### src/rtl/cnt_seg_scan.sv
// Two-digit, time-multiplexed common-anode 7-segment scanner for a 4-bit count (0..15).
// Latches the count once per frame, blanks both digits briefly after each switch, hides a leading zero.
module cnt_seg_scan #(
    parameter int SCAN_DIV  = 50000,
    parameter int BLANK_CYC = 4
) (
    input  logic       sys_clk,
    input  logic       sys_rst,
    input  logic [3:0] cnt,
    output logic [6:0] seg,
    output logic [1:0] sel
);

    localparam int DW = (SCAN_DIV > 2) ? $clog2(SCAN_DIV) : 1;
    localparam logic [DW-1:0] DIV_LAST = DW'(SCAN_DIV - 1);

    logic [DW-1:0] div_cnt_r;
    logic          digit_r;
    logic [3:0]    val_q_r;
    logic [6:0]    seg_r;
    logic [1:0]    sel_r;

    logic          in_blank_s;
    logic          tens_s;
    logic [3:0]    units_s;
    logic [6:0]    seg_nx_s;
    logic [1:0]    sel_nx_s;

    function automatic logic [6:0] seg_pattern(input logic [3:0] d);
        logic [6:0] p;
        case (d)
            4'd0:    p = 7'h40;
            4'd1:    p = 7'h79;
            4'd2:    p = 7'h24;
            4'd3:    p = 7'h30;
            4'd4:    p = 7'h19;
            4'd5:    p = 7'h12;
            4'd6:    p = 7'h02;
            4'd7:    p = 7'h78;
            4'd8:    p = 7'h00;
            4'd9:    p = 7'h10;
            default: p = 7'h7F;
        endcase
        return p;
    endfunction

    // With no blanking the window is empty; avoids a compare against a constant zero.
    generate
        if (BLANK_CYC == 0) begin : g_noblank
            assign in_blank_s = 1'b0;
        end else begin : g_blank
            localparam logic [DW-1:0] BLANK_LIM = DW'(BLANK_CYC);
            assign in_blank_s = (div_cnt_r < BLANK_LIM);
        end
    endgenerate

    assign tens_s  = (val_q_r >= 4'd10);
    assign units_s = tens_s ? (val_q_r - 4'd10) : val_q_r;

    // Slot divider, digit toggle and frame-boundary latch of the count.
    always_ff @(posedge sys_clk) begin
        if (sys_rst) begin
            div_cnt_r <= '0;
            digit_r   <= 1'b0;
            val_q_r   <= 4'd0;
        end else if (div_cnt_r == DIV_LAST) begin
            div_cnt_r <= '0;
            digit_r   <= ~digit_r;
            if (digit_r) begin
                val_q_r <= cnt;
            end else begin
                val_q_r <= val_q_r;
            end
        end else begin
            div_cnt_r <= div_cnt_r + DW'(1);
            digit_r   <= digit_r;
            val_q_r   <= val_q_r;
        end
    end

    // Next output drive; only one enable can ever be low.
    always_comb begin
        seg_nx_s = 7'h7F;
        sel_nx_s = 2'b11;
        if (in_blank_s) begin
            seg_nx_s = 7'h7F;
            sel_nx_s = 2'b11;
        end else if (!digit_r) begin
            seg_nx_s = seg_pattern(units_s);
            sel_nx_s = 2'b10;
        end else begin
            seg_nx_s = tens_s ? seg_pattern(4'd1) : 7'h7F;
            sel_nx_s = 2'b01;
        end
    end

    // Output registers.
    always_ff @(posedge sys_clk) begin
        if (sys_rst) begin
            seg_r <= 7'h7F;
            sel_r <= 2'b11;
        end else begin
            seg_r <= seg_nx_s;
            sel_r <= sel_nx_s;
        end
    end

    assign seg = seg_r;
    assign sel = sel_r;

endmodule

### config.mk
export PLATFORM = sky130hd
export DESIGN_NAME = cnt_seg_scan
export DESIGN_NICKNAME = d
export VERILOG_FILES = /design/src/rtl/cnt_seg_scan.sv
export SDC_FILE = /design/constraint.sdc
export NUM_CORES = 1
export LEC_CHECK = 0
export BUFFER_PORTS_ARGS = -buffer_cell sky130_fd_sc_hd__buf_4
export CELL_PAD_IN_SITES_DETAIL_PLACEMENT = 1
export CELL_PAD_IN_SITES_GLOBAL_PLACEMENT = 1
export CORE_AREA = 5 5 64 80
export CTS_CLUSTER_DIAMETER = 50
export DETAILED_ROUTE_END_ITERATION = 10
export DIE_AREA = 0 0 69 85
export PLACE_DENSITY = 0.66
export REMOVE_ABC_BUFFERS = 1
export SYNTH_ARGS = -nofsm -noshare
export SYNTH_HDL_FRONTEND = slang
export SYNTH_SLANG_ARGS = --single-unit
### constraint.sdc
create_clock -name sys_clk -period 2.72 [get_ports sys_clk]
set_input_delay 0.272 -clock sys_clk [delete_from_list [all_inputs] [get_ports sys_clk]]
set_output_delay 0.272 -clock sys_clk [all_outputs]
set_load 0.1 [all_outputs]
# Yosys cells after proc, flatten, opt, wreduce, memory -nomap -nowiden
# Memories as Yosys holds them, arrays and structs flattened.
# Index checks and enable logic that the tools add are counted.
# word_totals
register_bits	30
romBits	112
inputBits	6
output_inout_bits	9
wordCells	19
mem_count	1
# mem_list
memory	depth	width	read_ports	rd_ports_with_merged_regs	wr	line	source
(no name shown)	16	7	1	0	0	31	case (d)
# classes
n_addsub	2
magnitude_cmp	2
n_eq_ne	1
mux	4
bitwise_logic	1
reduce_logical	3
# op_table
operator	count
$add 16x1->16 const B	1
$eq 16x16->1 const B	1
$lt 16x3->1 const B	1
$mux 7	1
$ge 4x4->1 const B	1
$mux 4	1
$reduce_or 2->1	2
$sub 4x4->4 const B	1
$mux 3	1
$mux 2	1
$reduce_and 2->1	1
$not 1->1	1

# Depth between registers and ports, before layout
# Gate-level depths: netlist (run 1).
# An unclocked memory read counts as a cell.
# depth
ltp_word	4
mapped_depth	7
mapped_depth_nobuf	6

# Least setup slack after synthesis (run 1)
# OpenSTA, ideal clock, no wires.
# synth_timing
path_kind	reg-to-reg
startpoint	reg div_cnt_r[7]
endpoint	reg div_cnt_r[13]
setup_ps	115
arrival_ps	1677
required_time_ps	2605
path_slack_ps	928
path_stages_with_launch	7
path_buffers	2
period_less_slack_ps	1792
path_cell_list	dfxtp_1 > or4_4 > nor4_1 > or2_1 > buf_6 > buf_12 > nor2_1
# synth_between
elab_chain_cells	2
word_cells_on_any_way	3
classes_between	add/sub: 1; eq/ne: 1; reduce/logical: 1
# synth_lines
element	line	source
start: declaration	17	logic [DW-1:0] div_cnt_r;
start signal: assignment	75	div_cnt_r <= div_cnt_r + DW'(1);
parallel branches: the longest is 2 deep, another holds $add 16x1->16	--	
# Parallel ways; which one is timed is not known.
# A chain may end at the register's enable or synchronous reset.

# Worst setup path in the final report (run 1)
# layout_timing
startpoint	reg div_cnt_r[7]
endpoint	reg div_cnt_r[10]
# The elaborated chain is that of the path after synthesis.

==> flow_metrics.py, run 1 <==
metrics = {
    "logic_synthesis": {
        "synthesis.area_um2": 1490,
        "yosys-top-cells-area": "dfxtp_1 40%, xnor2_1 8.2%, nor2_1 6.3%",
        "synth_cells": 165,
        "synthXorXnorAreaFrac": 0.0940,
        "synth_seq_cells": 30,
        "yosys-top-cells-count": "30 x dfxtp_1, 25 x nor2_1, 14 x xnor2_1",
        "synth_top_family_by_area": "simple AND/OR/NAND/NOR gates",
        "ys_types": 44,
        "synth_edf_count": 0,
        "synth_top_area_cell": "dfxtp_1",
        "ys_warn_count": 0,
        "async_flop_share": 0,
        "ys_seq_area_frac": 0.403,
        "synth_simple_gate_area_frac": 0.263,
        "syn_area_per_cell_um2": 9.04,
        "synth_most_common_cell": "dfxtp_1",
        "synth_compound_area_frac": 0.104,
        "yosys-mux-area-fraction": 0.0336,
        "yosys.area_share.adder": 0.0419,
        "synth_ff_type": "dfxtp_1",
        "synth_top_area_share": 0.403,
    },
    "power_and_ir_drop": {
        "powerDensity_nw_per_um2": 618,
        "power.leakage_nw": 0.594,
        "ir_worst_vdd_mv": 0.310,
    },
    "grt": {
        "first_global_vias": 1302,
        "grt.overflow.total": 0,
        "track_usage": 0.126,
        "grt_max_degree": 16,
        "antenna_found_initial": 0,
        "grt_pass1_wl_um": 6000,
    },
    "critical_path": {
        "critical_path_arrival_ps": 2280,
        "cp_max_fo": 15,
        "r2r_slack_ps": 580,
        "critPathRequiredTime_ps": 2860,
        "critical_path.endpoint_type": "register",
        "worst-r2r-cell-count": 4,
        "worst-setup-path-type": "register to register",
        "start_kind": "register",
    },
    "clocking": {
        "cts_tree": "done",
        "cts.repair.resized": 0,
        "post_cts_buffers": 0,
        "cts-buffers-inserted": 5,
        "clk_pin_slew_worst_paths_ps": 70,
        "cts_root_buf": "clkbuf_8",
        "clk_latency_ps": 280,
        "cts.htree.levels": 2,
        "cts_buffer_depth": 2,
        "clock_sinks": 30,
        "ctsHoldBuffers": 0,
    },
    "die": {
        "core-area_um2": 4320,
        "die_w_um": 69,
        "std_cell_rows": 27,
        "initial_core_util": 0.345,
        "io_pins": 15,
        "dieArea_um2": 5870,
        "die_y_um": 85,
    },
    "layout": {
        "area_delta_synth_final_pct": 17.4,
        "finalNetCount": 188,
        "final_layout_size_suffix_gt1_frac": 0.185,
        "fin_util": 0.405,
        "antenna_cells": 0,
        "final_cells": 236,
        "n_fill_cell": 540,
    },
    "detailed_routing": {
        "wl_per_cell_um": 14.5,
        "via_per_inst": 5.09,
        "drt_iter0_markers": 60,
        "drt-total-wl_um": 3430,
        "drc": 0,
        "ant_nets": 0,
        "num_vias": 1201,
        "drt-pass1-iter-count": 4,
    },
    "placed_design": {
        "place.gp.congestion": 0.732,
        "post-place-ws_ps": 569,
        "place_hpwl_um": 2580,
        "port_buffers": 14,
        "place_inst": 228,
    },
    "sta": {
        "skew_ps": 8.49,
        "final-hold-violation-count": 0,
        "setup_slack_ps": 583,
        "tns_ps": 0,
        "rsz0062_at_grt": "no",
        "final_max_slew_viol_count": 0,
        "whs_ps": 224,
        "post-route-period-util": 0.786,
        "setup_violations": 0,
        "worstMarginPinSlew_ps": 553,
        "max_freq_mhz": 468,
        "max-slew-margin-rel": 0.621,
        "period_needed_ps": 2140,
    },
    "min_path": {
        "hold_class": "input pin to register",
        "holdPathStages": 2,
    },
    "job": {
        "cap_violations": 0,
    },
    "status": {
        "status": "completed",
    },
}
[power by group]
group / internal [mW] / total, mW / switching, mW
Combinational: 0.0195 / 0.0662 / 0.0467
Sequential: 0.447 / 0.453 / 0.00584
Clock: 0.391 / 0.563 / 0.172
Total: 0.857 / 1.08 / 0.225
[final timing paths]
path | end | from
setup reg to reg | div_cnt_r[10]$_SDFF_PP0_ | div_cnt_r[7]$_SDFF_PP0_
hold reg to reg | div_cnt_r[0]$_SDFF_PP0_ | div_cnt_r[0]$_SDFF_PP0_
setup / recovery | div_cnt_r[10]$_SDFF_PP0_ | div_cnt_r[7]$_SDFF_PP0_
hold / removal | digit_r$_SDFFE_PP0N_ | sys_rst
[cell families (layout without fill, tap and decap cells)]
logic type / Yosys count / after routing
flip-flops: 30 / 30
XOR/XNOR: 16 / 16
buffers and inverters: 17 / 30
multiplexers: 5 / 5
AND/OR/NAND/NOR: 72 / 72
adder cells (fa/ha/maj): 5 / 5
AO/OA/AOI/OAI: 20 / 20
[state kept, by name, indices dropped and copies added (netlist names)]
register / flops
val_q_r: 4
sel: 2
digit_r: 1
seg: 7
div_cnt_r: 16
[stage by stage]
stage          power, mW  area, um^2
2_1_floorplan      0.510        1430
3_3_place_gp       0.529        1610
3_5_place_dp       0.530        1610
4_1_cts             1.10        1750
5_1_grt             1.13        1750
6_report            1.08        1750
[layer usage]
metal	global-route usage	share of wire	up-vias	routed length (um)
met5	0	0	-	0
met4	0.0480	0.015	0	51
met3	0.0438	0.038	7	130
met2	0.243	0.57	13	1950
met1	0.122	0.38	587	1300
li1	-	-	594	-
[final cells by class]
type	instances	area, um^2	area share
inverters	8	30.0	0.0171
well taps	58	72.6	0.0414
flip-flops and latches	30	601	0.343
clock inverters	2	60.1	0.0343
repair buffers	14	105	0.0600
clock buffers	6	82.6	0.0471
multi-input cells	118	801	0.457
[critical path: stages (launching register included)]
cell and delay, ps:
dfxtp_1 350, or4_4 580, nor4_1 450, or2_1 490, nor2_1 120
[cells in the final DEF, fill, tap and decap left out, types with 2 or more instances in the layout]
master,n
inv_1,8
nand2b_1,3
xor2_1,2
mux2i_1,5
nand3_1,6
nor2_1,25
nor4_1,6
clkbuf_8,6
or4_4,2
ha_1,5
xnor2_1,14
nor3_1,4
o21ai_2,3
dfxtp_1,30
nand2_1,9
nand4_1,5
a211o_1,2
a21oi_1,4
buf_4,14
a21o_1,2
or3_1,2
bufinv_16,2
(Power assumes the default switching activity.)
==> run 2, diff against run 1 <==
--- a/config.mk
+++ b/config.mk
@@ -5,14 +5,15 @@
 export SDC_FILE = /design/constraint.sdc
 export NUM_CORES = 1
 export LEC_CHECK = 0
+export ABC_AREA = 1
 export BUFFER_PORTS_ARGS = -buffer_cell sky130_fd_sc_hd__buf_4
 export CELL_PAD_IN_SITES_DETAIL_PLACEMENT = 1
 export CELL_PAD_IN_SITES_GLOBAL_PLACEMENT = 1
-export CORE_AREA = 5 5 64 80
+export CORE_AREA = 5 5 65 82
 export CTS_CLUSTER_DIAMETER = 50
 export DETAILED_ROUTE_END_ITERATION = 10
-export DIE_AREA = 0 0 69 85
-export PLACE_DENSITY = 0.66
+export DIE_AREA = 0 0 70 87
+export PLACE_DENSITY = 0.7
 export REMOVE_ABC_BUFFERS = 1
 export SYNTH_ARGS = -nofsm -noshare
 export SYNTH_HDL_FRONTEND = slang
==> constraint.sdc (replaced) <==
create_clock -name sys_clk -period 2.2 [get_ports sys_clk]
set_input_delay 0.22 -clock sys_clk [delete_from_list [all_inputs] [get_ports sys_clk]]
set_output_delay 0.22 -clock sys_clk [all_outputs]
set_load 0.1 [all_outputs]
==> flow_metrics.py, run 2 <==
metrics = {
    "detailed_routing": {
        "via_per_inst": 4.64,
        "drt-total-wl_um": 3610,
        "ant_nets": 0,
        "drc": 0,
        "num_vias": 1415,
        "drt_iter0_markers": 57,
        "drt-pass1-iter-count": 4,
        "wl_per_cell_um": 11.8,
    },
    "critical_path": {
        "crit_path_top_delay_cell": "dfxtp_1",
        "cp_slowest_stage_delay_ps": 390,
        "startpoint": "val_q_r[1]$_SDFFE_PP0P_",
        "critPathRequiredTime_ps": 2360,
        "worst-setup-path-type": "register to register",
        "critical_path_arrival_ps": 1740,
        "cp_max_fo": 6,
        "critPathTopFamily": "simple AND/OR/NAND/NOR gates",
        "start_kind": "register",
        "path_cells": "inv_1 -> ha_1 -> nand2_2 -> nand2_2 -> inv_2 -> nor2_4 -> nor2_2 -> nor2_4 -> nand3_1",
        "path_buf_inv": 2,
        "critical_path.endpoint_type": "register",
        "r2r_start": "val_q_r[1]$_SDFFE_PP0P_",
    },
    "placed_design": {
        "post-place-ws_ps": 650,
        "place.gp.congestion": 0.796,
        "port_buffers": 14,
        "place_hpwl_um": 2780,
    },
    "logic_synthesis": {
        "synth_cells": 225,
        "ys_seq_area_frac": 0.385,
        "async_flop_share": 0,
        "synthesis.area_um2": 1560,
        "yosys-top-cells-count": "58 x nand2_1, 41 x nor2_1, 30 x dfxtp_1",
        "syn_area_per_cell_um2": 6.93,
        "synth_top_area_cell": "dfxtp_1",
        "synth_seq_cells": 30,
        "synth_top_area_share": 0.385,
        "yosys-top-cells-area": "dfxtp_1 38%, nand2_1 14%, nor2_1 9.9%",
        "ys_warn_count": 0,
        "synth_most_common_cell": "nand2_1",
        "synth_edf_count": 0,
        "synth_ff_type": "dfxtp_1",
        "ys_types": 26,
    },
    "sta": {
        "whs_ps": 230,
        "worstMarginPinSlew_ps": 419,
        "max-slew-margin-rel": 0.718,
        "max_freq_mhz": 634,
        "final_max_slew_viol_count": 0,
        "setup_slack_ps": 624,
        "tns_ps": 0,
        "final-hold-violation-count": 0,
        "skew_ps": 6.68,
        "setup_violations": 0,
        "rsz0062_at_grt": "no",
        "period_needed_ps": 1580,
        "post-route-period-util": 0.717,
    },
    "grt": {
        "track_usage": 0.124,
        "grt_pass1_wl_um": 6030,
        "antenna_found_initial": 0,
        "grt.overflow.total": 0,
        "grt_max_degree": 17,
        "first_global_vias": 1423,
    },
    "layout": {
        "n_fill_cell": 600,
        "final_cell_mix": "58 x nand2_1, 41 x nor2_1, 30 x dfxtp_1",
        "finalNetCount": 255,
        "regMostFlops": "div_cnt_r",
        "multi_input_area_um2": 827,
        "largest_register_ffs": 16,
        "area_delta_synth_final_pct": 16.1,
        "final_layout_size_suffix_gt1_frac": 0.151,
        "final_common_cell": "nand2_1",
        "antenna_cells": 0,
        "regArea_um2": 601,
    },
    "power_and_ir_drop": {
        "combPwrFrac": 0.067,
        "power.leakage_nw": 0.762,
        "powerDensity_nw_per_um2": 604,
        "pwr-share-clk": 0.424,
        "seq_power_share": 0.508,
        "switching_share": 0.247,
        "power.internal_mw": 0.824,
        "p_sw_mw": 0.271,
        "ir_worst_vdd_mv": 0.286,
    },
    "clocking": {
        "cts_tree": "done",
        "cts-buffers-inserted": 5,
        "clk_latency_ps": 280,
        "cts_root_buf": "clkbuf_8",
        "cts.htree.levels": 2,
        "clk_pin_slew_worst_paths_ps": 70,
        "cts.repair.resized": 0,
        "clock_sinks": 30,
        "ctsHoldBuffers": 0,
        "post_cts_buffers": 0,
        "cts_buffer_depth": 2,
    },
    "die": {
        "dieArea_um2": 6090,
        "die_w_um": 70,
        "core-area_um2": 4550,
        "io_pins": 15,
        "std_cell_rows": 28,
        "die_y_um": 87,
        "initial_core_util": 0.343,
    },
    "min_path": {
        "holdCritStartpoint": "sys_rst",
        "hold_class": "input pin to register",
    },
    "status": {
        "status": "completed",
    },
    "job": {
        "cap_violations": 0,
    },
}
==> run 2: worst register-to-register path, stage by stage, from the launching register on <==
cell,delay (ps)
dfxtp_1,390
inv_1,90
ha_1,300
nand2_2,50
nand2_2,140
inv_2,70
nor2_4,130
nor2_2,60
nor2_4,140
nand3_1,80
==> run 2: cell type report <==
type	instances	area share
well taps	60	0.0414
clock buffers	7	0.0477
multi-input cells	163	0.456
flip-flops and latches	30	0.331
inverters	30	0.0622
clock inverters	1	0.00276
repair buffers	14	0.0580
==> run 2: cells by family after synthesis <==
logic type      after synthesis  share of synthesized area
buf+inv                      32                     0.0850
flops                        30                      0.385
fa+ha+maj                     5                     0.0401
xor+xnor                      6                     0.0337
compound gates               14                     0.0577
simple gates                138                      0.399
==> run 2: worst paths after layout <==
check,to,depth (start not counted),slack [ps]
worst max-delay path,seg[5]$_SDFF_PP1_,9,620
worst min-delay path,sel[0]$_SDFF_PP1_,3,230
worst max register to register,seg[5]$_SDFF_PP1_,9,620
worst min register to register,div_cnt_r[0]$_SDFF_PP0_,1,450
==> run 2: per-layer routing <==
metal	GRT usage	part of all wire
met1	0.133	0.44
met2	0.228	0.51
met3	0.0289	0.036
met4	0.0575	0.019
met5	0	0
==> run 2: power by group through the flow <==
stage | registers, mW | clock network [mW] | logic [mW]
floorplan | 0.601 | 0 | 0.0214
global placement | 0.568 | 0 | 0.0738
detailed placement | 0.569 | 0 | 0.0755
CTS | 0.557 | 0.476 | 0.0756
global route | 0.558 | 0.496 | 0.0797
finish | 0.556 | 0.464 | 0.0739
==> run 2: metrics by stage <==
stage / util / instance area [um^2] / instances / power, mW
after floorplan: - / 1540 / 223 / 0.622
after global placement: 0.378 / 1720 / 297 / 0.642
after detailed placement: 0.378 / 1720 / 297 / 0.644
after CTS: 0.398 / 1810 / 305 / 1.11
after global routing: 0.398 / 1810 / 305 / 1.13
final: 0.398 / 1810 / 305 / 1.09
